--- config.mk ---
export PLATFORM = sky130hd
export DESIGN_NAME = mc_control_fsm
export DESIGN_NICKNAME = d
export VERILOG_FILES = /design/src/rtl/mc_control_fsm_pkg.sv /design/src/rtl/mc_ctrl_decode.sv /design/src/rtl/mc_control_fsm.sv
export SDC_FILE = /design/constraint.sdc
export NUM_CORES = 1
export LEC_CHECK = 0
export ABC_AREA = 1
export BUFFER_PORTS_ARGS = -buffer_cell sky130_fd_sc_hd__buf_2
export CORE_MARGIN = 4
export CORE_UTILIZATION = 30
export CTS_CLUSTER_DIAMETER = 100
export CTS_CLUSTER_SIZE = 40
export DETAILED_ROUTE_END_ITERATION = 7
export PLACE_DENSITY = 0.67
export SLEW_MARGIN = 15
export SYNTH_ARGS = -nofsm -noshare
export SYNTH_HDL_FRONTEND = slang
export SYNTH_HIERARCHICAL = 1
export SYNTH_SLANG_ARGS = --single-unit
--- constraint.sdc ---
create_clock -name clk -period 1.9 [get_ports clk]
set_clock_uncertainty 0.05 [all_clocks]
set_input_delay 0.475 -clock clk [delete_from_list [all_inputs] [get_ports clk]]
set_output_delay 0.475 -clock clk [all_outputs]
set_load 0.05 [all_outputs]
--- src/rtl/mc_control_fsm_pkg.sv ---
// Shared definitions for the multi-cycle control unit: instruction codes, state encodings,
// datapath select codes and an opcode classifier used by both the FSM and the decoder.
package mc_control_fsm_pkg;

  localparam logic [5:0] OpRtype = 6'h00;
  localparam logic [5:0] OpJ     = 6'h02;
  localparam logic [5:0] OpJal   = 6'h03;
  localparam logic [5:0] OpBeq   = 6'h04;
  localparam logic [5:0] OpBgtz  = 6'h07;
  localparam logic [5:0] OpAddi  = 6'h08;
  localparam logic [5:0] OpAddiu = 6'h09;
  localparam logic [5:0] OpOri   = 6'h0D;
  localparam logic [5:0] OpLui   = 6'h0F;
  localparam logic [5:0] OpLw    = 6'h23;
  localparam logic [5:0] OpSw    = 6'h2B;
  localparam logic [5:0] OpHalt  = 6'h3F;

  localparam logic [5:0] FnAddu = 6'h21;
  localparam logic [5:0] FnSubu = 6'h23;
  localparam logic [5:0] FnOr   = 6'h25;
  localparam logic [5:0] FnSlt  = 6'h2A;

  typedef enum logic [2:0] {
    StIf    = 3'b000,
    StId    = 3'b001,
    StExeLs = 3'b010,
    StMem   = 3'b011,
    StWbLd  = 3'b100,
    StExeBr = 3'b101,
    StExeAl = 3'b110,
    StWbAl  = 3'b111
  } state_e;

  localparam logic [1:0] AluOpAdd = 2'b00;
  localparam logic [1:0] AluOpSub = 2'b01;
  localparam logic [1:0] AluOpOr  = 2'b10;

  localparam logic [1:0] RegDst31 = 2'b00;
  localparam logic [1:0] RegDstRt = 2'b01;
  localparam logic [1:0] RegDstRd = 2'b10;

  localparam logic [1:0] WrSrcAlu = 2'b00;
  localparam logic [1:0] WrSrcMem = 2'b01;
  localparam logic [1:0] WrSrcPc4 = 2'b10;

  localparam logic [1:0] PcSrcSeq    = 2'b00;
  localparam logic [1:0] PcSrcBranch = 2'b01;
  localparam logic [1:0] PcSrcJump   = 2'b10;

  typedef enum logic [2:0] {
    ClsNop,
    ClsJump,
    ClsHalt,
    ClsBranch,
    ClsLdSt,
    ClsAlu
  } op_class_e;

  // Unknown opcodes and unknown R-type funcs both collapse to a nop.
  function automatic op_class_e op_class(logic [5:0] op, logic [5:0] fn);
    op_class_e cls;
    case (op)
      OpRtype: cls = (fn inside {FnAddu, FnSubu, FnSlt, FnOr}) ? ClsAlu : ClsNop;
      OpAddi, OpAddiu, OpOri, OpLui: cls = ClsAlu;
      OpBeq, OpBgtz: cls = ClsBranch;
      OpLw, OpSw: cls = ClsLdSt;
      OpJ, OpJal: cls = ClsJump;
      OpHalt: cls = ClsHalt;
      default: cls = ClsNop;
    endcase
    return cls;
  endfunction

endpackage

--- src/rtl/mc_ctrl_decode.sv ---
// Combinational control decode: maps the current state, instruction fields and ALU flags onto
// the datapath control lines.
module mc_ctrl_decode
  import mc_control_fsm_pkg::*;
(
  input  state_e      state,
  input  logic        halted,
  input  logic [5:0]  OpCode,
  input  logic [5:0]  func,
  input  logic        zero,
  input  logic        condition,
  input  logic        overflow,
  output logic        PCWre,
  output logic        IRWre,
  output logic        ALUSrc,
  output logic [1:0]  ALUop,
  output logic        ExtSel,
  output logic        RegWre,
  output logic [1:0]  RegDst,
  output logic [1:0]  WrRegSrc,
  output logic        mRD,
  output logic        mWR,
  output logic [1:0]  PCSrc
);

  op_class_e cls;

  always_comb begin
    cls      = op_class(OpCode, func);
    PCWre    = 1'b0;
    IRWre    = 1'b0;
    ALUSrc   = 1'b0;
    ALUop    = AluOpAdd;
    ExtSel   = 1'b0;
    RegWre   = 1'b0;
    RegDst   = RegDst31;
    WrRegSrc = WrSrcAlu;
    mRD      = 1'b0;
    mWR      = 1'b0;
    PCSrc    = PcSrcSeq;

    // ALU controls track the held instruction once it has been fetched.
    if (state != StIf) begin
      ALUSrc = OpCode inside {OpAddi, OpAddiu, OpOri, OpLui, OpLw, OpSw};
      ExtSel = (OpCode != OpOri);
      if (OpCode == OpRtype) begin
        if (func == FnSubu || func == FnSlt) ALUop = AluOpSub;
        else if (func == FnOr)               ALUop = AluOpOr;
      end else if (OpCode == OpBeq) begin
        ALUop = AluOpSub;
      end else if (OpCode == OpOri) begin
        ALUop = AluOpOr;
      end
    end

    unique case (state)
      StIf: IRWre = 1'b1;
      StId: begin
        if (!halted) begin
          if (cls == ClsJump) begin
            PCWre = 1'b1;
            PCSrc = PcSrcJump;
            if (OpCode == OpJal) begin
              RegWre   = 1'b1;
              RegDst   = RegDst31;
              WrRegSrc = WrSrcPc4;
            end
          end else if (cls == ClsNop) begin
            PCWre = 1'b1;
          end
        end
      end
      StExeBr: begin
        PCWre = 1'b1;
        if ((OpCode == OpBeq && zero) || (OpCode == OpBgtz && condition)) PCSrc = PcSrcBranch;
      end
      StMem: begin
        if (OpCode == OpLw) begin
          mRD = 1'b1;
        end else begin
          mWR   = 1'b1;
          PCWre = 1'b1;
        end
      end
      StWbLd: begin
        PCWre    = 1'b1;
        RegWre   = 1'b1;
        RegDst   = RegDstRt;
        WrRegSrc = WrSrcMem;
      end
      StWbAl: begin
        PCWre    = 1'b1;
        RegWre   = !(OpCode == OpAddi && overflow);
        RegDst   = (OpCode == OpRtype) ? RegDstRd : RegDstRt;
        WrRegSrc = WrSrcAlu;
      end
      StExeLs, StExeAl: ;
    endcase
  end

endmodule

--- src/rtl/mc_control_fsm.sv ---
// Multi-cycle control FSM: state register, halt flag and decoder instance.
// Define MC_CTRL_PERF_CNT_EN to add the cycle_cnt / instr_cnt performance counters.
module mc_control_fsm
  import mc_control_fsm_pkg::*;
(
  input  logic        clk,
  input  logic        rst_n,
  input  logic [5:0]  OpCode,
  input  logic [5:0]  func,
  input  logic        zero,
  input  logic        condition,
  input  logic        overflow,
  output logic [2:0]  state,
  output logic        PCWre,
  output logic        IRWre,
  output logic        ALUSrc,
  output logic [1:0]  ALUop,
  output logic        ExtSel,
  output logic        RegWre,
  output logic [1:0]  RegDst,
  output logic [1:0]  WrRegSrc,
  output logic        mRD,
  output logic        mWR,
  output logic [1:0]  PCSrc
`ifdef MC_CTRL_PERF_CNT_EN
  ,
  output logic [31:0] cycle_cnt,
  output logic [31:0] instr_cnt
`endif
);

  state_e state_q, state_d;
  logic   halted_q, halted_d;

  always_comb begin
    state_d  = state_q;
    halted_d = halted_q;
    if (!halted_q) begin
      unique case (state_q)
        StIf: state_d = StId;
        StId: begin
          case (op_class(OpCode, func))
            ClsHalt:   halted_d = 1'b1;
            ClsBranch: state_d  = StExeBr;
            ClsLdSt:   state_d  = StExeLs;
            ClsAlu:    state_d  = StExeAl;
            default:   state_d  = StIf;
          endcase
        end
        StExeLs: state_d = StMem;
        StMem:   state_d = (OpCode == OpLw) ? StWbLd : StIf;
        StExeAl: state_d = StWbAl;
        StWbLd, StExeBr, StWbAl: state_d = StIf;
      endcase
    end
  end

  always_ff @(posedge clk or negedge rst_n) begin
    if (!rst_n) begin
      state_q  <= StIf;
      halted_q <= 1'b0;
    end else begin
      state_q  <= state_d;
      halted_q <= halted_d;
    end
  end

  assign state = state_q;

  mc_ctrl_decode u_decode (
    .state     (state_q),
    .halted    (halted_q),
    .OpCode    (OpCode),
    .func      (func),
    .zero      (zero),
    .condition (condition),
    .overflow  (overflow),
    .PCWre     (PCWre),
    .IRWre     (IRWre),
    .ALUSrc    (ALUSrc),
    .ALUop     (ALUop),
    .ExtSel    (ExtSel),
    .RegWre    (RegWre),
    .RegDst    (RegDst),
    .WrRegSrc  (WrRegSrc),
    .mRD       (mRD),
    .mWR       (mWR),
    .PCSrc     (PCSrc)
  );

`ifdef MC_CTRL_PERF_CNT_EN
  always_ff @(posedge clk or negedge rst_n) begin
    if (!rst_n) begin
      cycle_cnt <= '0;
      instr_cnt <= '0;
    end else begin
      if (!halted_q) cycle_cnt <= cycle_cnt + 32'd1;
      if (PCWre)     instr_cnt <= instr_cnt + 32'd1;
    end
  end
`endif

endmodule

# Yosys cells after proc, flatten, opt, wreduce, memory -nomap -nowiden
# Index checks and enable logic that the tools add are counted.
# W data, S select, Z words.
[word_totals] regBits=4 in_bits=17 out_inout_bits=18
[op_classes] eq_ne=29 mux=41 n_bitwise=1 reduce_logical=18
[ops] op="$eq A6 B6 Y1 const B" count=7
[ops] op="$pmux W3 S6" count=2
[ops] op="$eq A6 B4 Y1 const B" count=4
[ops] op="$mux W2" count=12
[ops] op="$eq A3 B3 Y1 const B" count=6
[ops] op="$mux W1" count=17
[ops] op="$eq A3 B2 Y1 const B" count=4
[ops] op="$eq A6 B2 Y1 const B" count=2
[ops] op="$eq A6 B3 Y1 const B" count=2
[ops] op="$mux W3" count=4
[ops] op="$pmux W2 S2" count=3
[ops] op="$pmux W3 S4" count=1
[ops] op="$eq A3 B1 Y1 const B" count=2
[ops] op="$logic_not A3 Y1" count=2
[ops] op="$logic_not A6 Y1" count=1
[ops] op="$ne A6 B4 Y1 const B" count=1
[ops] op="$pmux W1 S3" count=2
[ops] op="$reduce_bool A6 Y1" count=1
[ops] op="$reduce_or A2 Y1" count=3
[ops] op="$reduce_bool A4 Y1" count=1
[ops] op="$reduce_or A4 Y1" count=1
[ops] op="$logic_and A1 B1 Y1" count=3
[ops] op="$reduce_bool A3 Y1" count=1
[ops] op="$reduce_or A3 Y1" count=1
[ops] op="5 further kinds" count=6

# Depth between registers and ports, before layout
[depth] depth_word=10 depth_mapped=10 depth_no_buf=10

# Hierarchy
# The synthesis kept the hierarchy.
[modules_own_cells] module="mc_ctrl_decode" instances=1 cells_per_inst=93 area_each_um2=449.2
[modules_own_cells] module="mc_control_fsm" instances=1 cells_per_inst=59 area_each_um2=357.8

# Worst setup path after synthesis
# Ideal clock, no wire load.
[synth_path] kind="reg2out" startpoint="reg state_q[2] (netlist: state[2])" endpoint="out RegDst[0]" arrival_ns=2.763 path_slack_ns=-1.388 stages_incl_launch_ff=5 path_buffers=0 path_cell_list="dfrtp_1 > inv_1 > nor3_1 > inv_1 > o21ai_0"
[synth_between] elab_chain_cells=2 word_cells_on_any_way=3
[synth_lines] item="start, declared" line_no="mc_control_fsm.sv:32" rtl="state_e state_q, state_d;"
[synth_lines] item="start signal, assigned" line_no="mc_control_fsm.sv:60" rtl="state_q <= StIf;"
[synth_lines] item="start signal, assigned" line_no="mc_control_fsm.sv:63" rtl="state_q <= state_d;"
[synth_lines] item="$eq A3 B3 Y1" line_no="mc_ctrl_decode.sv:56" rtl="unique case (state)"
[synth_lines] item="$pmux W2 S2 (*)" line_no="mc_ctrl_decode.sv:56"
[synth_lines] item="end, declared" line_no="mc_control_fsm.sv:20" rtl="output logic [1:0] RegDst,"
# Every way passes the cells marked *; elsewhere a longest branch is shown, timed or not.

# Final worst setup path
[layout_path] startpoint="in OpCode[5]" endpoint="out WrRegSrc[1]"
[layout_between] elab_chain_cells=7 word_cells_on_any_way=22
[layout_lines] item="start, declared" line_no="mc_control_fsm.sv:8" rtl="input logic [5:0] OpCode,"
[layout_lines] item="$eq A6 B4 Y1, or another cell as far along" line_no="mc_control_fsm_pkg.sv:62" rtl="case (op)"
[layout_lines] item="$reduce_or A4 Y1 or $reduce_or A2 Y1 (tied branches)" line_no="mc_control_fsm_pkg.sv:62"
[layout_lines] item="$pmux W3 S6" line_no="mc_control_fsm_pkg.sv:62"
[layout_lines] item="$eq A3 B1 Y1" line_no="mc_ctrl_decode.sv:60" rtl="if (cls == ClsJump) begin"
[layout_lines] item="$mux W2 (*)" line_no="mc_ctrl_decode.sv:60"
[layout_lines] item="$mux W2 (*)" line_no="mc_ctrl_decode.sv:59" rtl="if (!halted) begin"
[layout_lines] item="$pmux W2 S2 (*)" line_no="mc_ctrl_decode.sv:56"
[layout_lines] item="end, declared" line_no="mc_control_fsm.sv:21" rtl="output logic [1:0] WrRegSrc,"
# Marked as above.

==> flow_summary.toml <==
[drt]
drt_pre_antenna_iters = 4
detail_route.iter0.violations = 29
aggregate_routed_wire_length_um = 2966
viasPerCell = 4.746
num_vias = 1234
ant_nets = 0
drcViolationCount = 0
routed_wire_length_per_instance_um = 11.41

[cells_and_area]
layout.cell_area.non_filler_um2 = 1713
num_antenna_cells = 0
area.sequential_um2 = 106.4
finish.net_count = 248
drive_gt1_share_pct = 60.87
area_growth_syn_to_layout_pct = 112.2
finalCoreUtilization_pct = 67.91
multi_input_area_um2 = 815.8
fillCellCount = 215

[critical_path]
cp_num_buf_inv = 3
critical_path.slowest_cell = "nor2_4"
cp.arrival_ps = 1600
critPathKind = "in -> out"
critical_path_required_ps = 1370
critPathTopFamily = "simple AND/OR/NAND/NOR gates"
crit_cells = 9
path_cells = "buf_8, nor2_4, nand2_1, nand2_2, inv_1, nand2_2, nand4_4, nor2_4, buf_8"
critPathCaptureType = "primary output"
rr_worst_depth = 9
critPathMaxStageDelay_ps = 230
crit_fanout = 8
critPathLaunchType = "primary input"

[logic_synthesis]
main_combinational_cell_family_by_area_after_synthesis = "simple AND/OR/NAND/NOR gates"
syn_nets = 169
synth.top_cells.by_area = "nand2_1, dfrtp_1, inv_1"
post_synth.cell_area_avg_um2 = 5.309
yosysSeqAreaShare_pct = 12.40
synth_compound_gate_area_share_pct = 12.71
yosys_warnings = 6
library_cells_used_by_synthesis = 25
synthDominantCellAreaShare_pct = 17.21
post_synth_fa_ha_maj_area_fraction_pct = 0
synth_mux_area_share_pct = 0
post_synth_and_or_nand_nor_area_fraction_pct = 62.33
area_leader_netlist = "nand2_1"
postSynthRegisterBits = 4
post_synth_xor_area_fraction_pct = 0
netlist_area_um2 = 807.0
synth_cells = 152

[clock_network]
clk-insertion-delay-late_ps = 240
cts_num_sinks = 4
number_of_buffers_created_by_cts = 3
post_cts_clock_slew_at_the_launch_and_capture_registers_of_the_worst_setup_and_hold_paths_ps = 40
clock-root-buffer = "clkbuf_4"
cts_tree = "built"
clock_tree.buffer_depth = 2
cts_htree_levels = 1

[power]
power.density_cell_area_nw_per_um2 = 817.9
share_seq_of_total_power_pct = 10.9
share_clk_of_total_power_pct = 8.4
leakagePower_nw = 0.8401
peak_ir_drop_on_the_vdd_network_uv = 968.9
intPower_w = 0.0006308
power.net_switching_w = 0.0007702
combinationalPowerShare_pct = 80.7
p_sw_share_pct = 54.98

[die]
chipWidth_um = 59.87
die_height_um = 59.87
num_io_pins = 35
die-area_um2 = 3584
core_region_area_um2 = 2522
fp-row-count = 18
floorplan.initialDensity_pct = 31.99

[timing]
min_period_over_period_pct = 111.8
final_period_minus_worst_setup_slack_ps = 2125
worst-slew-pin-transition_ps = 254.8
rsz0062_at_grt = "true"
timing.final.hold_violations = 0
finalSetupTns_ps = -1803
final-max-slew-violation-count = 0
worst_slew_margin_rel_pct = 82.97
timing.fmax_mhz = 470.6
timing.final.ws_setup_ps = -224.8
setup_viols_final = 12

[global_route]
grt_pass1_vias = 1156
grt_start_max_net_pins = 11
global_route.overflow_total = 0
grt_pass1_wl_um = 4726
antenna_found_initial = 0
grt_util_all_layers_pct = 16.89

[placement]
hpwl_um = 2225
gp_congestion = 0.7780
placed_cell_area_um2 = 1378
portBuffers = 34

[run_status]
violations = "negative setup slack"
run_status = "finished, violations left"

[min_path]
min_path_type = "in -> async"

[flow_run]
max_cap_viols = 0
[metrics by stage]
step	total power (W)	hold slack [ps]	setup WS, ps	cells
6_report	0.001401	519.6	-224.8	260
5_1_grt	0.001498	526.1	-303.6	260
4_1_cts	0.001343	514.0	-227.9	259
3_5_place_dp	0.001120	235.0	-364.0	249
3_3_place_gp	0.001105	230.2	-301.7	249
2_1_floorplan	0.0007753	129.4	-215.1	152
[what timing repair did]
action / 4_1_cts / 5_1_grt
gates resized for setup: 57 / 24
buffers inserted: 5 / 1
hold buffers: 1 / 0
pin swaps: 15 / 13
hold endpoints to repair: 4 / 0
setup endpoints to repair: 14 / 14
[state kept, by name (all words and copies together) (netlist names)]
register and flops:
halted_q 1, state 3
[kinds of logic after synthesis]
logic type / count (synthesis)
DFF: 4
buffers and inverters: 27
and+or+nand+nor: 104
AOI/OAI and AO/OA: 17
[worst paths after layout]
check                                from          end  slack [ps]
max in group asynchronous           rst_n     state[2]        1150
worst min-delay path                rst_n     state[2]         520
worst max register to register   state[1]     state[1]         390
worst max-delay path            OpCode[5]  WrRegSrc[1]        -220
min in group clk                 halted_q     state[2]         670
worst min register to register   halted_q     state[2]         670
[cells in the final DEF, fill, tap and decap left out, types with 3 or more instances in the layout]
cell type / synthesis / final
clkbuf_4: 0 / 4
o21ai_0: 6 / 3
buf_2: 0 / 13
nand4_1: 4 / 4
nor3_1: 6 / 3
nor2_1: 22 / 10
buf_4: 0 / 42
inv_1: 25 / 19
nand2_1: 37 / 27
inv_2: 2 / 5
nor2_4: 2 / 11
nand3b_1: 3 / 3
nor2_2: 5 / 8
nand3_2: 0 / 4
a21oi_2: 2 / 4
nand2_2: 4 / 13
buf_6: 0 / 11
nand3_1: 15 / 11
buf_8: 0 / 5
[Yosys cell counts]
master and number:
and3_1 1, nor3b_1 1, nand2_1 37, inv_1 25
dfrtp_1 4, a21oi_1 5, nand3b_1 3, a32oi_1 1
o31ai_1 1, o21ai_0 6, inv_2 2, or2_1 1
nor2_1 22, nor2_4 2, o22ai_1 1, nand4_1 4
nand4_2 1, a21oi_2 2, a21boi_0 1, and3_2 1
nor3_2 1, nor3_1 6, nand3_1 15, nor2_2 5
nand2_2 4
[routing by layer]
layer | global-route usage (%) | vias up | part of all wire (%)
li1 | - | 654 | -
met2 | 31.64 | 26 | 54
met1 | 20.60 | 552 | 41
met4 | 2.848 | 0 | 0.54
met3 | 1.944 | 2 | 3.8
met5 | 0 | - | 0
[power by group through the flow]
stage / clock network, W / registers [W] / logic, W
after detailed placement: 0 / 0.000146 / 0.000974
final: 0.000118 / 0.000153 / 0.00113
after floorplan: 0 / 0.000272 / 0.000503
after global placement: 0 / 0.000145 / 0.000960
after CTS: 0.000123 / 0.000145 / 0.00108
after global routing: 0.000132 / 0.000159 / 0.00121
[final cells by class]
type                       count  area share (%)
timing repair buffer          74           36.01
multi-input combinational    121           47.63
sequential                     4           6.209
tap                           30           2.191
clock buffer                   4           1.534
inverter                      27           6.428
No activity file was read; power rests on OpenSTA's default activity.
